### src/rtl/ssp_uart_pkg.sv
// Shared types and constants for the SSP UART register-port access controller.
package ssp_uart_pkg;

    localparam int SSP_DW = 12;
    localparam int SSP_AW = 3;

    typedef enum logic [2:0] {
        IDLE = 3'd0,
        ADDR = 3'd1,
        DATA = 3'd2,
        EOC  = 3'd3,
        DONE = 3'd4,
        GAP  = 3'd5
    } state_t;

    // UART core register map as seen on the SSP slave port
    localparam logic [SSP_AW-1:0] UART_RA_CTRL = 3'd0;
    localparam logic [SSP_AW-1:0] UART_RA_STAT = 3'd1;
    localparam logic [SSP_AW-1:0] UART_RA_TXD  = 3'd2;
    localparam logic [SSP_AW-1:0] UART_RA_RXD  = 3'd3;
    localparam logic [SSP_AW-1:0] UART_RA_BAUD = 3'd4;
    localparam logic [SSP_AW-1:0] UART_RA_FIFO = 3'd5;

endpackage

### src/rtl/ssp_rr_arb.sv
// Round-robin winner selection: lowest requesting index at or after the pointer,
// with wrap-around; the pointer moves past the winner only when a grant is taken.
module ssp_rr_arb #(
    parameter int  NUM_REQ = 4,
    localparam int IW      = (NUM_REQ > 1) ? $clog2(NUM_REQ) : 1
) (
    input  logic               clk,
    input  logic               rst,
    input  logic [NUM_REQ-1:0] req,
    input  logic               advance,
    output logic               any,
    output logic [IW-1:0]      win_idx
);

    logic [IW-1:0] ptr;
    logic [IW-1:0] j;

    always_comb begin
        any     = 1'b0;
        win_idx = '0;
        j       = '0;
        for (int k = 0; k < NUM_REQ; k++) begin
            j = IW'((32'(ptr) + 32'(k)) % NUM_REQ);
            if (!any && req[j]) begin
                any     = 1'b1;
                win_idx = j;
            end
        end
    end

    always_ff @(posedge clk) begin
        if (rst) begin
            ptr <= '0;
        end else if (advance && any) begin
            ptr <= (win_idx == IW'(NUM_REQ - 1)) ? '0 : win_idx + IW'(1);
        end
    end

endmodule

### src/rtl/ssp_uart_access_arb.sv
// Multi-client round-robin access controller for the SSP UART register port.
// Optional IRQ status service frame enabled by defining SSP_UART_IRQ_SVC_EN.
module ssp_uart_access_arb
    import ssp_uart_pkg::*;
#(
    parameter int                NUM_REQ     = 4,
    parameter int                GAP_CYC     = 2,
    parameter logic [SSP_AW-1:0] IRQ_STAT_RA = UART_RA_STAT,
    localparam int               IW          = (NUM_REQ > 1) ? $clog2(NUM_REQ) : 1
) (
    input  logic                      Clk,
    input  logic                      Rst,
    input  logic [NUM_REQ-1:0]        req,
    input  logic [SSP_AW*NUM_REQ-1:0] req_ra,
    input  logic [NUM_REQ-1:0]        req_wnr,
    input  logic [SSP_DW*NUM_REQ-1:0] req_wdata,
    output logic [NUM_REQ-1:0]        gnt,
    output logic [NUM_REQ-1:0]        done,
    output logic [SSP_DW-1:0]         rdata,
    output logic                      busy,
    output logic                      SSP_SSEL,
    output logic [SSP_AW-1:0]         SSP_RA,
    output logic                      SSP_WnR,
    output logic                      SSP_En,
    output logic                      SSP_EOC,
    output logic [SSP_DW-1:0]         SSP_DI,
    input  logic [SSP_DW-1:0]         SSP_DO,
    input  logic                      IRQ,
`ifdef SSP_UART_IRQ_SVC_EN
    output logic [SSP_DW-1:0]         irq_status,
    output logic                      irq_status_vld,
`endif
    output state_t                    fsm_state
);

    // Handshake: a client raises req with its ra/wnr/wdata stable and holds it
    // until done[i] pulses; gnt[i] marks the frame in flight, done[i] closes it.

    state_t              state, next_state;
    logic                start, take_irq, int_frame, in_frame;
    logic                any_req;
    logic [IW-1:0]       win_idx, sel_idx;
    logic [NUM_REQ-1:0]  sel_oh;
    logic [SSP_AW-1:0]   ra_q;
    logic                wnr_q;
    logic [SSP_DW-1:0]   di_q;
    logic [3:0]          gap_cnt;
    logic [SSP_AW-1:0]   ra_arr [NUM_REQ];
    logic [SSP_DW-1:0]   wd_arr [NUM_REQ];

    for (genvar i = 0; i < NUM_REQ; i++) begin : g_unpack
        assign ra_arr[i] = req_ra[i*SSP_AW +: SSP_AW];
        assign wd_arr[i] = req_wdata[i*SSP_DW +: SSP_DW];
    end

    ssp_rr_arb #(.NUM_REQ(NUM_REQ)) u_arb (
        .clk     (Clk),
        .rst     (Rst),
        .req     (req),
        .advance (start && !take_irq),
        .any     (any_req),
        .win_idx (win_idx)
    );

`ifdef SSP_UART_IRQ_SVC_EN
    logic irq_q, irq_pend, int_q, irq_rise;

    // A same-cycle rising edge counts as pending so it beats a simultaneous req
    assign irq_rise  = IRQ && !irq_q;
    assign take_irq  = irq_pend || irq_rise;
    assign int_frame = int_q;
    assign irq_status_vld = (state == DONE) && int_q;

    always_ff @(posedge Clk) begin
        if (Rst) begin
            irq_q      <= 1'b0;
            irq_pend   <= 1'b0;
            int_q      <= 1'b0;
            irq_status <= '0;
        end else begin
            irq_q <= IRQ;
            if (irq_rise)
                irq_pend <= 1'b1;
            else if (state == DONE && int_q)
                irq_pend <= 1'b0;
            if (start)
                int_q <= take_irq;
            if (state == EOC && int_q)
                irq_status <= SSP_DO;
        end
    end
`else
    logic unused_irq;

    assign take_irq   = 1'b0;
    assign int_frame  = 1'b0;
    assign unused_irq = ^{IRQ, IRQ_STAT_RA};
`endif

    always_comb begin
        next_state = state;
        start      = 1'b0;
        case (state)
            IDLE: begin
                if (take_irq || any_req) begin
                    start      = 1'b1;
                    next_state = ADDR;
                end
            end
            ADDR:    next_state = DATA;
            DATA:    next_state = EOC;
            EOC:     next_state = DONE;
            DONE:    next_state = (GAP_CYC == 0) ? IDLE : GAP;
            GAP:     if (gap_cnt == 4'(GAP_CYC - 1)) next_state = IDLE;
            default: next_state = IDLE;
        endcase
    end

    always_ff @(posedge Clk) begin
        if (Rst) begin
            state   <= IDLE;
            gap_cnt <= '0;
            sel_idx <= '0;
            ra_q    <= '0;
            wnr_q   <= 1'b0;
            di_q    <= '0;
            rdata   <= '0;
        end else begin
            state   <= next_state;
            gap_cnt <= (state == GAP) ? gap_cnt + 4'd1 : 4'd0;
            if (start) begin
                if (take_irq) begin
                    ra_q  <= IRQ_STAT_RA;
                    wnr_q <= 1'b0;
                    di_q  <= '0;
                end else begin
                    sel_idx <= win_idx;
                    ra_q    <= ra_arr[win_idx];
                    wnr_q   <= req_wnr[win_idx];
                    di_q    <= req_wnr[win_idx] ? wd_arr[win_idx] : '0;
                end
            end
            if (state == EOC && !wnr_q && !int_frame)
                rdata <= SSP_DO;
        end
    end

    assign in_frame  = (state == ADDR) || (state == DATA) || (state == EOC);
    assign sel_oh    = NUM_REQ'(1) << sel_idx;

    assign SSP_SSEL  = in_frame;
    assign SSP_RA    = in_frame ? ra_q : '0;
    assign SSP_WnR   = in_frame && wnr_q;
    assign SSP_DI    = in_frame ? di_q : '0;
    assign SSP_En    = (state == DATA);
    assign SSP_EOC   = (state == EOC);
    assign busy      = (state != IDLE);
    assign gnt       = (in_frame && !int_frame) ? sel_oh : '0;
    assign done      = (state == DONE && !int_frame) ? sel_oh : '0;
    assign fsm_state = state;

endmodule

### config.mk
export PLATFORM = sky130hd
export DESIGN_NAME = ssp_uart_access_arb
export DESIGN_NICKNAME = d
export VERILOG_FILES = /design/src/rtl/ssp_uart_pkg.sv /design/src/rtl/ssp_rr_arb.sv /design/src/rtl/ssp_uart_access_arb.sv
export SDC_FILE = /design/constraint.sdc
export NUM_CORES = 1
export LEC_CHECK = 0
export CAP_MARGIN = 20
export CORE_MARGIN = 5
export CORE_UTILIZATION = 39
export CTS_CLUSTER_DIAMETER = 120
export DETAILED_ROUTE_END_ITERATION = 6
export PLACE_DENSITY_LB_ADDON = 0.25
export SLEW_MARGIN = 20
export SYNTH_ARGS = -nofsm -noshare
export SYNTH_HDL_FRONTEND = slang
export SYNTH_SLANG_ARGS = --single-unit
### constraint.sdc
create_clock -name Clk -period 2.08 [get_ports Clk]
set_clock_uncertainty 0.05 [all_clocks]
set_input_delay 0.52 -clock Clk [delete_from_list [all_inputs] [get_ports Clk]]
set_output_delay 0.52 -clock Clk [all_outputs]
set_load 0.03 [all_outputs]
Yosys cells after proc, flatten, opt, wreduce, memory -nomap -nowiden
Cells that the tools add are included.
{ "classes": {"n_mux": 35, "n_lt_le_gt_ge": 6, "bitwise_logic": 2, "eq_ne": 9, "addsub": 5, "shifts": 1, "n_reduce_logical": 16} }
{ "ops": {"columns": ["cell", "count"], "rows": [
  ["$mux 12", 4],
  ["$bmux 12 s2", 1],
  ["$pmux 3 s6", 1],
  ["$lt 2x3->1 const B", 5],
  ["$mux 3", 5],
  ["$mux 1", 11],
  ["$bmux 1 s2", 5],
  ["$mux 2", 5],
  ["$mux 4", 2],
  ["$bmux 3 s2", 1],
  ["$eq 3x2->1 const B", 2],
  ["$eq 3x3->1 const B", 2],
  ["$logic_and 1x1->1", 6],
  ["$add 2x1->2 const B", 2],
  ["$add 2x2->2 const B", 2],
  ["$add 4x1->4 const B", 1],
  ["$eq 4x1->1 const B", 1],
  ["$logic_not 1->1", 4],
  ["$shl 1x2->4 const A", 1],
  ["$eq 3x1->1 const B", 1],
  ["$ge 3x3->1 const B", 1],
  ["$logic_not 3->1", 1],
  ["$not 2->3", 1],
  ["$reduce_bool 3->1", 1],
  ["7 further kinds", 8]
]} }
{ "word_totals": {"ff_bits": 39, "in_bits": 83} }

Logic depth before layout (Yosys ltp)
Gate-level depths: netlist of run 1.
{ "depth": {"word_depth": 17, "depth_mapped": 8, "mapped_depth_nobuf": 6} }

Modules after synthesis
A second synthesis of run 1 with hierarchy kept.
{ "unflattened": {"hier_cells": 244, "area_unflattened_um2": 2190.9} }
{ "modules_own_cells": {"columns": ["mod", "cells_each", "seq_area_each_um2", "instances", "area_per_inst_um2"], "rows": [
  ["ssp_uart_access_arb", 220, 740.7, 1, 2000.7],
  ["ssp_rr_arb", 24, 40.0, 1, 190.2]
]} }

Worst setup path after synthesis of run 1
Ideal clock, no wire load.
{ "synth_timing": {"kind": "register to output", "from": "register state[1], in the netlist fsm_state[1]", "to": "output gnt[1]", "setup_slack_ps": -555, "path_stages_with_launch": 7, "path_buffers": 2, "t_arrival_ps": 2065, "cell_sequence": "dfxtp_1 > clkbuf_1 > nor2_1 > nor2_1 > clkbuf_1 > nand2_1 > nor2_1"} }
{ "synth_between": {"elab_chain_len": 4, "word_cells_on_any_way": 6, "classes_between": "3 x eq/ne; 1 x mux; 2 x reduce/logical"} }
{ "synth_lines": {"columns": ["item", "line_no", "source"], "rows": [
  ["from (decl)", "ssp_uart_access_arb.sv:39", "state_t state, next_state;"],
  ["from (signal assigned)", "ssp_uart_access_arb.sv:129", "state <= next_state;"],
  ["$eq 3x1->1 / $eq 3x2->1 (equally long branches)", "ssp_uart_access_arb.sv:148", "assign in_frame = (state == ADDR) || (state == DATA) || (state == EOC);"],
  ["$logic_or 1x1->1", "ssp_uart_access_arb.sv:148", null],
  ["$logic_or 1x1->1 (*)", "ssp_uart_access_arb.sv:148", null],
  ["via SSP_SSEL", "ssp_uart_access_arb.sv:21", "output logic SSP_SSEL,"],
  ["$mux 4 (*)", "ssp_uart_access_arb.sv:158", "assign gnt = (in_frame && !int_frame) ? sel_oh : '0;"],
  ["to (decl)", "ssp_uart_access_arb.sv:17", "output logic [NUM_REQ-1:0] gnt,"]
]} }
Mark *: on every way through the listed nets, which the timed path passes. The rest lies on a longest branch.

Worst setup path after layout of run 1
{ "layout_timing": {"from": "input req[0]", "to": "register di_q[1]"} }
{ "layout_between": {"elab_chain_len": 17, "word_cells_on_any_way": 31, "classes_between": "24 x mux; 1 x bitwise; 6 x reduce/logical"} }
{ "layout_lines": {"columns": ["item", "line_no", "source"], "rows": [
  ["from (decl)", "ssp_uart_access_arb.sv:13", "input logic [NUM_REQ-1:0] req,"],
  ["$bmux 1 s2", "ssp_rr_arb.sv:24", "if (!any && req[j]) begin"],
  ["$mux 1 (implied by the code)", "ssp_rr_arb.sv:24", null],
  ["$mux 1", "ssp_rr_arb.sv:24", null],
  ["$logic_not 1->1", "ssp_rr_arb.sv:24", null],
  ["$logic_and 1x1->1", "ssp_rr_arb.sv:24", null],
  ["$mux 1", "ssp_rr_arb.sv:24", null],
  ["$logic_not 1->1", "ssp_rr_arb.sv:24", null],
  ["$logic_and 1x1->1", "ssp_rr_arb.sv:24", null],
  ["$mux 1", "ssp_rr_arb.sv:24", null],
  ["$logic_not 1->1", "ssp_rr_arb.sv:24", null],
  ["$logic_and 1x1->1", "ssp_rr_arb.sv:24", null],
  ["$mux 2", "ssp_rr_arb.sv:24", null],
  ["$not 2->3 (implied by the code)", "ssp_uart_access_arb.sv:140", "di_q <= req_wnr[win_idx] ? wd_arr[win_idx] : '0;"],
  ["$bmux 12 s2", "ssp_uart_access_arb.sv:140", null],
  ["$mux 12 (implied by the code) (2 in a row)", "ssp_uart_access_arb.sv:140", null],
  ["$mux 12", "ssp_uart_access_arb.sv:140", null],
  ["to (signal assigned)", "ssp_uart_access_arb.sv:140", null],
  ["to (decl)", "ssp_uart_access_arb.sv:46", "logic [SSP_DW-1:0] di_q;"]
]} }
Several ways; a longest one is shown, not always the timed one. The select of a mux whose other input is x is not followed.
A chain may end at the register's enable or synchronous reset.

==> results.cfg, run 1 <==
[routing]
firstDrtPassIters = 4
drt_iter0_drc = 60
drc = 0
routed.top_layer = met4
routed_via_density = 5.09
ant_nets = 0
wl_per_cell_um = 14.3
dr_wl_met3_um = 559
via_count = 2676
wl_met2_um = 3590
wirelength_um = 7500
m1WireLength_um = 3180

[final_layout]
syn2layout_area_growth_pct = 76.6
diodes = 0
final_common_cell = clkdlybuf4s50_1
nets = 538
mostFrequentLayoutCells = 91 x clkdlybuf4s50_1, 89 x nand2_1, 48 x buf_4, 38 x dfxtp_1, 27 x nand3_1
layout-drive-gt1-share_pct = 20.9

[timing]
whs_ns = 0.405
finalMaxSlewViolations = 0
finalSetupViolCount = 0
finalHoldViolCount = 0
finalCriticalPeriod_ns = 2.01
final.setup.tns_ns = 0
worst_pin_slew_ns = 0.477
slew_headroom_pct = 68.1
fin_crit_sh_pct = 96.5
rsz0062_at_grt = no
fmax_mhz = 498

[grt]
grt_max_degree = 23
gr-total-overflow = 0
grt_pass1_vias = 2621
antenna_found_initial = 0
grt_use_total_pct = 20.3
grt_pass1_wl_um = 12200

[min_path]
hold_path.class = reg -> reg

[floorplan]
dieArea_um2 = 7430
die_w_um = 86.2
rows = 27
initial_core_util_pct = 40.6
coreArea_um2 = 5570
die_h_um = 86.2
pin_count = 126

[clock_tree]
hold_buffers = 0
cts_htree_levels = 2
cts_root_buf = clkbuf_8
path_clk_slew_ns = 0.08
clk_latency_ns = 0.28
cts_buffers = 5
cts_tree = built
clock_sinks = 39
clk_path_buf_depth = 2

[place]
port_buffers = 124
place.gp.congestion = 0.813
dp_hpwl_um = 5640

[synthesis]
postSynthAreaPerCell_um2 = 7.19
synth_ff_type = dfxtp_1
ys_seq_area_share_pct = 34.5
async_flop_share_pct = 0
synthCells = 315
synth-edff-count = 0
synth.area.top_cells = dfxtp_1 34%, nand2_1 15%, nand3_1 6.0%
yosysTopAreaCell = dfxtp_1
yosys_register_bits = 39
synthDistinctLibCells = 37
ys_warn_count = 0
syn_area_um2 = 2260
synth.top_cell.area_share_pct = 34.5
syn-num-nets = 400

[critical_path]
critPathCaptureType = register
cp.arrival_ns = 2.14
cp.required_ns = 2.21
cpPeakStageDelay_ns = 0.28
crit_path_top_delay_cell = dlygate4sd2_1
start_kind = input pin
path_max_fanout = 7
worstPathCellList = dlygate4sd2_1 -> nor2b_1 -> o21ba_4 -> or2_4 -> bufbuf_16 -> nand2_1 -> nand3_1 -> a41o_1
crit_type = in -> reg

[flow_run]
cap_violations = 0

[pwr]
ir_worst_vdd_v = 0.000476
pwr-share-seq_pct = 27.7
power_switching_mw = 1.22
p_total_mw = 3.41
swShare_pct = 35.9
power_leakage_nw = 1.73
clkPwrFrac_pct = 22.2
combPwrFrac_pct = 50.1
internal-power_mw = 2.18
powerDensity_nw_per_um2 = 852

[run_status]
run_status = finished, final reports clean
==> state kept, by name (all words and copies together) (netlist names) <==
| name | count |
|---|---|
| rdata | 12 |
| gap_cnt | 4 |
| ra_q | 3 |
| fsm_state | 3 |
| di_q | 12 |
| u_arb.ptr | 2 |
| sel_idx | 2 |
| wnr_q | 1 |
==> power by group through the flow <==
stage / Clock [mW] / Sequential [mW] / Combinational, mW
after global placement: 0 / 0.951 / 1.53
after CTS: 0.769 / 0.942 / 1.69
after global routing: 0.810 / 0.964 / 1.85
after detailed placement: 0 / 0.955 / 1.55
after floorplan: 0 / 0.964 / 0.909
final: 0.755 / 0.943 / 1.71
==> worst max-delay path: cells and delay by family <==
kind	cells	cell delay [ns]
buf+inv	2	0.56
simple gates	4	0.58
compound gates	2	0.48
==> cell families after synthesis <==
| logic type | after synthesis | synth area share [%] |
|---|---|---|
| flops | 39 | 34.5 |
| buf+inv | 30 | 6.13 |
| fa+ha+maj | 2 | 1.10 |
| compound gates | 52 | 17.0 |
| xor+xnor | 4 | 1.55 |
| simple gates | 188 | 39.7 |
==> layout make-up <==
class | instances | area [µm²]
Clock inverter | 3 | 67.6
Sequential cell | 39 | 782
Multi-Input combinational cell | 246 | 1440
Timing Repair Buffer | 156 | 1530
Clock buffer | 5 | 68.8
Inverter | 5 | 18.8
Fill cell | 487 | 1580
Tap cell | 72 | 90.1
==> worst paths after layout <==
path                              from                    end  slack (ns)  cells after the start
max                             req[0]   di_q[1]$_SDFFE_PP0P_        0.07                      8
min              rdata[2]$_SDFFE_PP0P_  rdata[2]$_SDFFE_PP0P_        0.41                      2
max reg2reg  u_arb.ptr[1]$_SDFFE_PP0P_  di_q[10]$_SDFFE_PP0P_        0.18                      7
min reg2reg      rdata[2]$_SDFFE_PP0P_  rdata[2]$_SDFFE_PP0P_        0.41                      2
==> routing by layer <==
metal	up-vias	track usage, %
li1	1354	-
met1	1223	24.3
met2	84	34.7
met3	15	5.51
met4	0	7.79
met5	-	0
==> cell usage after synthesis (all sizes together) (2+ instances only) <==
cell,count
nor2b,4
xnor2,3
inv,5
a41o,12
buf,13
nand2,91
and2,17
nor3,5
a311o,3
nor2,18
a211oi,7
clkbuf,12
ha,2
dfxtp,39
nor4,2
nand3,27
o21ai,4
o211ai,2
a21oi,21
or2,3
nor3b,17
==> what timing repair did <==
item	4_1_cts	5_1_grt
gates resized for setup	21	8
setup buffers	1	0
endpoints found under the setup margin	27	35
gates cloned	2	0
hold endpoints to repair	0	0
pin swaps	3	0
==> metrics by stage <==
stage                     area, µm²  setup WS [ns]  utilization, %  std cells
after floorplan                2300         -0.264               -        315
after global placement         3720         -0.497            66.7        515
after detailed placement       3720         -0.556            66.7        515
after CTS                      3970        0.00274            71.2        526
after global routing           4000       0.000894            71.7        526
final                          4000         0.0725            71.7        526
No activity file was read; power rests on OpenSTA's default activity.
==> run 2: changes to the inputs <==
--- a/constraint.sdc
+++ b/constraint.sdc
@@ -3,3 +3,3 @@
 set_input_delay 0.52 -clock Clk [delete_from_list [all_inputs] [get_ports Clk]]
 set_output_delay 0.52 -clock Clk [all_outputs]
-set_load 0.03 [all_outputs]
+set_load 0.02 [all_outputs]
==> run 2 against run 1 <==
Effect of this change:
- combinational power down 5%
- worst setup slack worse by 0.032 ns
- core utilization down 2.0 points
- wire length up 4.3%
- largest cell class unchanged
==> results.cfg, run 2 (synthesized netlist as in run 1, its figures left out) <==
[timing]
final.setup.tns_ns = 0
fin_crit_sh_pct = 98.0
slew_headroom_pct = 67.9
finalCriticalPeriod_ns = 2.04
fmax_mhz = 490
finalHoldViolCount = 0
finalSetupViolCount = 0
finalMaxSlewViolations = 0
rsz0062_at_grt = yes
worst_pin_slew_ns = 0.480
timing.final.ws_setup_ns = 0.0407

[routing]
wirelength_um = 7830
drt_iter0_drc = 115
wl_per_cell_um = 14.9
via_count = 2735
drc = 0
firstDrtPassIters = 4
ant_nets = 0
routed_via_density = 5.19

[pwr]
pwr-share-seq_pct = 30.4
internal-power_mw = 1.94
ir_worst_vdd_v = 0.000424
combPwrFrac_pct = 52.7
power_leakage_nw = 1.68
p_total_mw = 3.10
swShare_pct = 37.3
powerDensity_nw_per_um2 = 796
clkPwrFrac_pct = 16.8
power_switching_mw = 1.16

[grt]
antenna_found_initial = 0
grt_use_total_pct = 20.8
grt_max_degree = 24
grt_pass1_vias = 2671
gr-total-overflow = 0
grt_pass1_wl_um = 12600

[clock_tree]
clk_latency_ns = 0.28
cts_tree = built
cts_buffers = 5
cts_root_buf = clkbuf_8
hold_buffers = 0
clock_sinks = 39
cts_htree_levels = 2
path_clk_slew_ns = 0.07
clk_path_buf_depth = 2

[final_layout]
stdcell_area_um2 = 3890
nets = 540
diodes = 0
final_common_cell = clkdlybuf4s50_1
syn2layout_area_growth_pct = 71.7
layout-drive-gt1-share_pct = 18.5
reg_top3 = di_q: 12 flops, rdata: 12 flops, gap_cnt: 4 flops
mostFrequentLayoutCells = 91 x clkdlybuf4s50_1, 90 x nand2_1, 38 x dfxtp_1, 28 x buf_4, 27 x nand3_1

[critical_path]
rr_worst_depth = 6
cp.arrival_ns = 2.21
path_max_fanout = 12
critPathCaptureType = register
start_kind = input pin
cp.required_ns = 2.25
crit_type = in -> reg

[floorplan]
rows = 27
die_h_um = 86.2
coreArea_um2 = 5570
dieArea_um2 = 7430
initial_core_util_pct = 40.6
pin_count = 126
die_w_um = 86.2

[run_status]
run_status = finished, final reports clean

[place]
place.gp.congestion = 0.804
port_buffers = 124
placed_area_um2 = 3730
dp_hpwl_um = 5780
post-place-ws_ns = -0.578

[min_path]
hold_path.class = reg -> reg
min_path_cells = 2

[flow_run]
cap_violations = 0
run 2: cell types whose count changed in the layout (fill, tap and decap cells not counted), sizes merged, moves of 2 or more:
| cell | before | now |
|---|---|---|
| clkbuf | 5 | 25 |
| dlygate4sd2 | 7 | 10 |
| buf | 55 | 32 |
| clkdlybuf4s15 | 0 | 4 |
| bufinv | 2 | 0 |
run 2: power by group through the flow:
stage                     sequential, mW  clock (mW)  combinational (mW)
after global routing               0.957       0.563                1.77
after global placement             0.941           0                1.48
final                              0.942       0.521                1.63
after floorplan                    0.948           0               0.850
after CTS                          0.937       0.528                1.61
after detailed placement           0.948           0                1.51
run 2: stage by stage:
step	instances	hold WS [ns]	utilization, %
after floorplan	315	0.382	-
final	527	0.404	69.8
after detailed placement	515	0.392	67.0
after global placement	515	0.391	67.0
after CTS	526	0.402	70.4
after global routing	527	0.418	69.8
run 2: final timing paths:
kind                     endpoint                       from  slack (ns)
max          di_q[7]$_SDFFE_PP0P_                     req[0]        0.04
min          ra_q[1]$_SDFFE_PP0P_       ra_q[1]$_SDFFE_PP0P_        0.40
max reg2reg  ra_q[2]$_SDFFE_PP0P_  fsm_state[0]$_SDFFE_PP0P_        0.11
min reg2reg  ra_q[1]$_SDFFE_PP0P_       ra_q[1]$_SDFFE_PP0P_        0.40
run 2: layout make-up:
class                           instances  area [µm²]
Clock buffer                            6        82.6
Clock inverter                          1        5.00
Fill cell                             508        1690
Inverter                                5        18.8
Multi-Input combinational cell        246        1430
Sequential cell                        39         782
Tap cell                               72        90.1
Timing Repair Buffer                  158        1480
run 2: critical path, cell delays in order:
cell and delay, ns:
dlygate4sd2_1 0.27, nor2b_1 0.15, o21ba_2 0.23, or2_4 0.29
o211ai_1 0.27, and2_4 0.20, buf_12 0.12, a41o_1 0.15
run 2: timing repair:
| action | CTS | global route |
|---|---|---|
| pin swaps | 2 | 5 |
| cloned | 2 | 0 |
| setup buffers | 2 | 1 |
| endpoints found under the setup margin | 49 | 40 |
| gates resized for setup | 62 | 41 |
run 2: metal layers:
metal	up-vias	GRT usage, %	routed length, µm
met5	-	0	0
met4	0	6.37	130
met3	8	5.13	554
met2	90	37.6	3990
met1	1279	24.0	3160
li1	1358	-	-
==> RTL edit (config.mk and constraints of run 2) <==
The package constant `SSP_AW` goes from 3 to 4.
--- a/src/rtl/ssp_uart_pkg.sv
+++ b/src/rtl/ssp_uart_pkg.sv
@@ -2,7 +2,7 @@
 package ssp_uart_pkg;
 
     localparam int SSP_DW = 12;
-    localparam int SSP_AW = 3;
+    localparam int SSP_AW = 4;
 
     typedef enum logic [2:0] {
         IDLE = 3'd0,
Ports: changed (resized SSP_RA and req_ra); port bits go from 126 to 131. No check against the original RTL was run, so the function may have changed too.
==> RTL edit against run 2 <==
  * Highest routed layer unchanged
  * Sequential cell count increased by 1
  * Core utilization decreased by 3.1 points
  * Critical path type unchanged
  * Setup slack improved by 0.0010 ns
  * Wire length decreased by 6.2%
  * Total power decreased by 18%
  * Clock power increased by 5.0%
  * Largest power group unchanged
  * Combinational power decreased by 33%
  * Synthesized area increased by 3.3%
  * Design area increased by 0.93%
==> RTL edit: results (changes against run 2) <==
gr usage total: 0.1838 (was 0.2077)
GP Congestion: 0.8874 (was 0.8044)
outcome: complete, no violations (unchanged)
Worst Hold Path EP: rdata[1] (was ra_q[1])
Syn Area/Cell: 8.698 um2 (was 7.189 um2)
RR Startpoint: u_arb.ptr[0] (was fsm_state[0])
Non-Filler Instances: 495 (was 527)
Largest delay share family, worst path: simple AND/OR/NAND/NOR gates (was compound AO/OA/AOI/OAI gates)
Resized Gates After CTS: 119 (was 62)
routed wire length per instance: 14.83 um (was 14.85 um)
VDD IR max: 0.4267 mV (was 0.4242 mV)
worst reg2reg path endpoint: di_q[5] (was ra_q[2])
met3 GRT Util: 0.04920 (was 0.05133)
M1 WL: 3166 um (was 3156 um)
vias per cell: 4.931 (was 5.190)
WHS: 0.4027 ns (was 0.4036 ns)
vias in the first global route: 2,394 (was 2,671)
fraction of layout cells with a size suffix above 1: 0.2524 (was 0.1846)
Post-synth top cells: dfxtp_1, mux2i_1, nand2_1, nand3b_1 (was nand2_1, dfxtp_1, nand3_1, a21oi_1)
total placed instance area: 0.003895 mm2 (was 0.003732 mm2)
Setup Buffers After CTS: 4 (was 2)
M1 GR Usage: 0.2308 (was 0.2397)
Final #Nets: 509 (was 540)
largest net degree at the start of global routing: 26 (was 24)
Netlist cell types: 42 (was 37)
global-route wire length before repair: 11,450 um (was 12,590 um)
routed wl met3: 631 um (was 554 um)
detailed placer's ending HPWL: 5683 um (was 5777 um)
Worst slew margin: 0.7644 (was 0.6793)
top flop regs: di_q x12, rdata x12 (was di_q x12, rdata x12, gap_cnt x4)
net count after synthesis: 358 (was 400)
Crit path largest cell delay: 0.55 ns (was 0.29 ns)
hold_sp: rdata[1] (was ra_q[1])
synth top area cells: dfxtp_1, mux2i_1, mux2_2 (was dfxtp_1, nand2_1, nand3_1)
internal power: 1.735 mW (was 1.940 mW)
GRT met2 Usage: 0.3192 (was 0.3763)
-- RTL edit: cell count changes after synthesis, sizes merged, moves of 4 or more --
| cell | delta |
|---|---|
| a41o | -12 |
| mux2 | +17 |
| o21ai | +14 |
| nand3 | -26 |
| a21oi | -4 |
| nand2 | -60 |
| buf | -6 |
| nand3b | +17 |
| a211oi | -7 |
| nor3b | -14 |
| mux2i | +32 |
-- RTL edit: cells by family after synthesis --
kind of cell | Yosys count | share of synthesized area
DFF | 40 | 0.3422
muxes | 49 | 0.2203
AOI/OAI and AO/OA | 48 | 0.1225
xor gates and xnor gates | 3 | 0.01123
adders and majority gates | 2 | 0.01069
buffers and inverters | 22 | 0.05027
and+or+nand+nor | 105 | 0.2428
-- RTL edit: power groups by stage --
stage	Sequential (mW)	Clock [mW]	Combinational, mW
finish	0.896	0.547	1.09
global route	0.907	0.593	1.18
CTS	0.894	0.559	1.12
detailed placement	0.910	0	1.10
global placement	0.908	0	1.09
floorplan	0.925	0	0.592
-- RTL edit: cell type report --
cell class	instances	area, um2
Inverter	5	18.77
Fill cell	509	1961
Tap cell	75	93.84
Clock buffer	7	96.34
Multi-Input combinational cell	207	1470
Timing Repair Buffer	161	1444
Sequential cell	40	802.0
-- RTL edit: worst max-delay path by stage --
| stage | start | cells past startpoint | endpoint | slack, ns |
|---|---|---|---|---|
| 4_1_cts | fsm_state[1] | 6 | SSP_DI[0] | 0.0008 |
| 5_1_grt | fsm_state[2] | 4 | done[0] | -0.02 |
| 6_report | req[2] | 8 | di_q[5] | 0.04 |
| 3_5_place_dp | req[1] | 8 | di_q[0] | -0.61 |
| 2_1_floorplan | req[2] | 7 | di_q[10] | -0.04 |
| 3_3_place_gp | req[1] | 8 | di_q[0] | -0.57 |
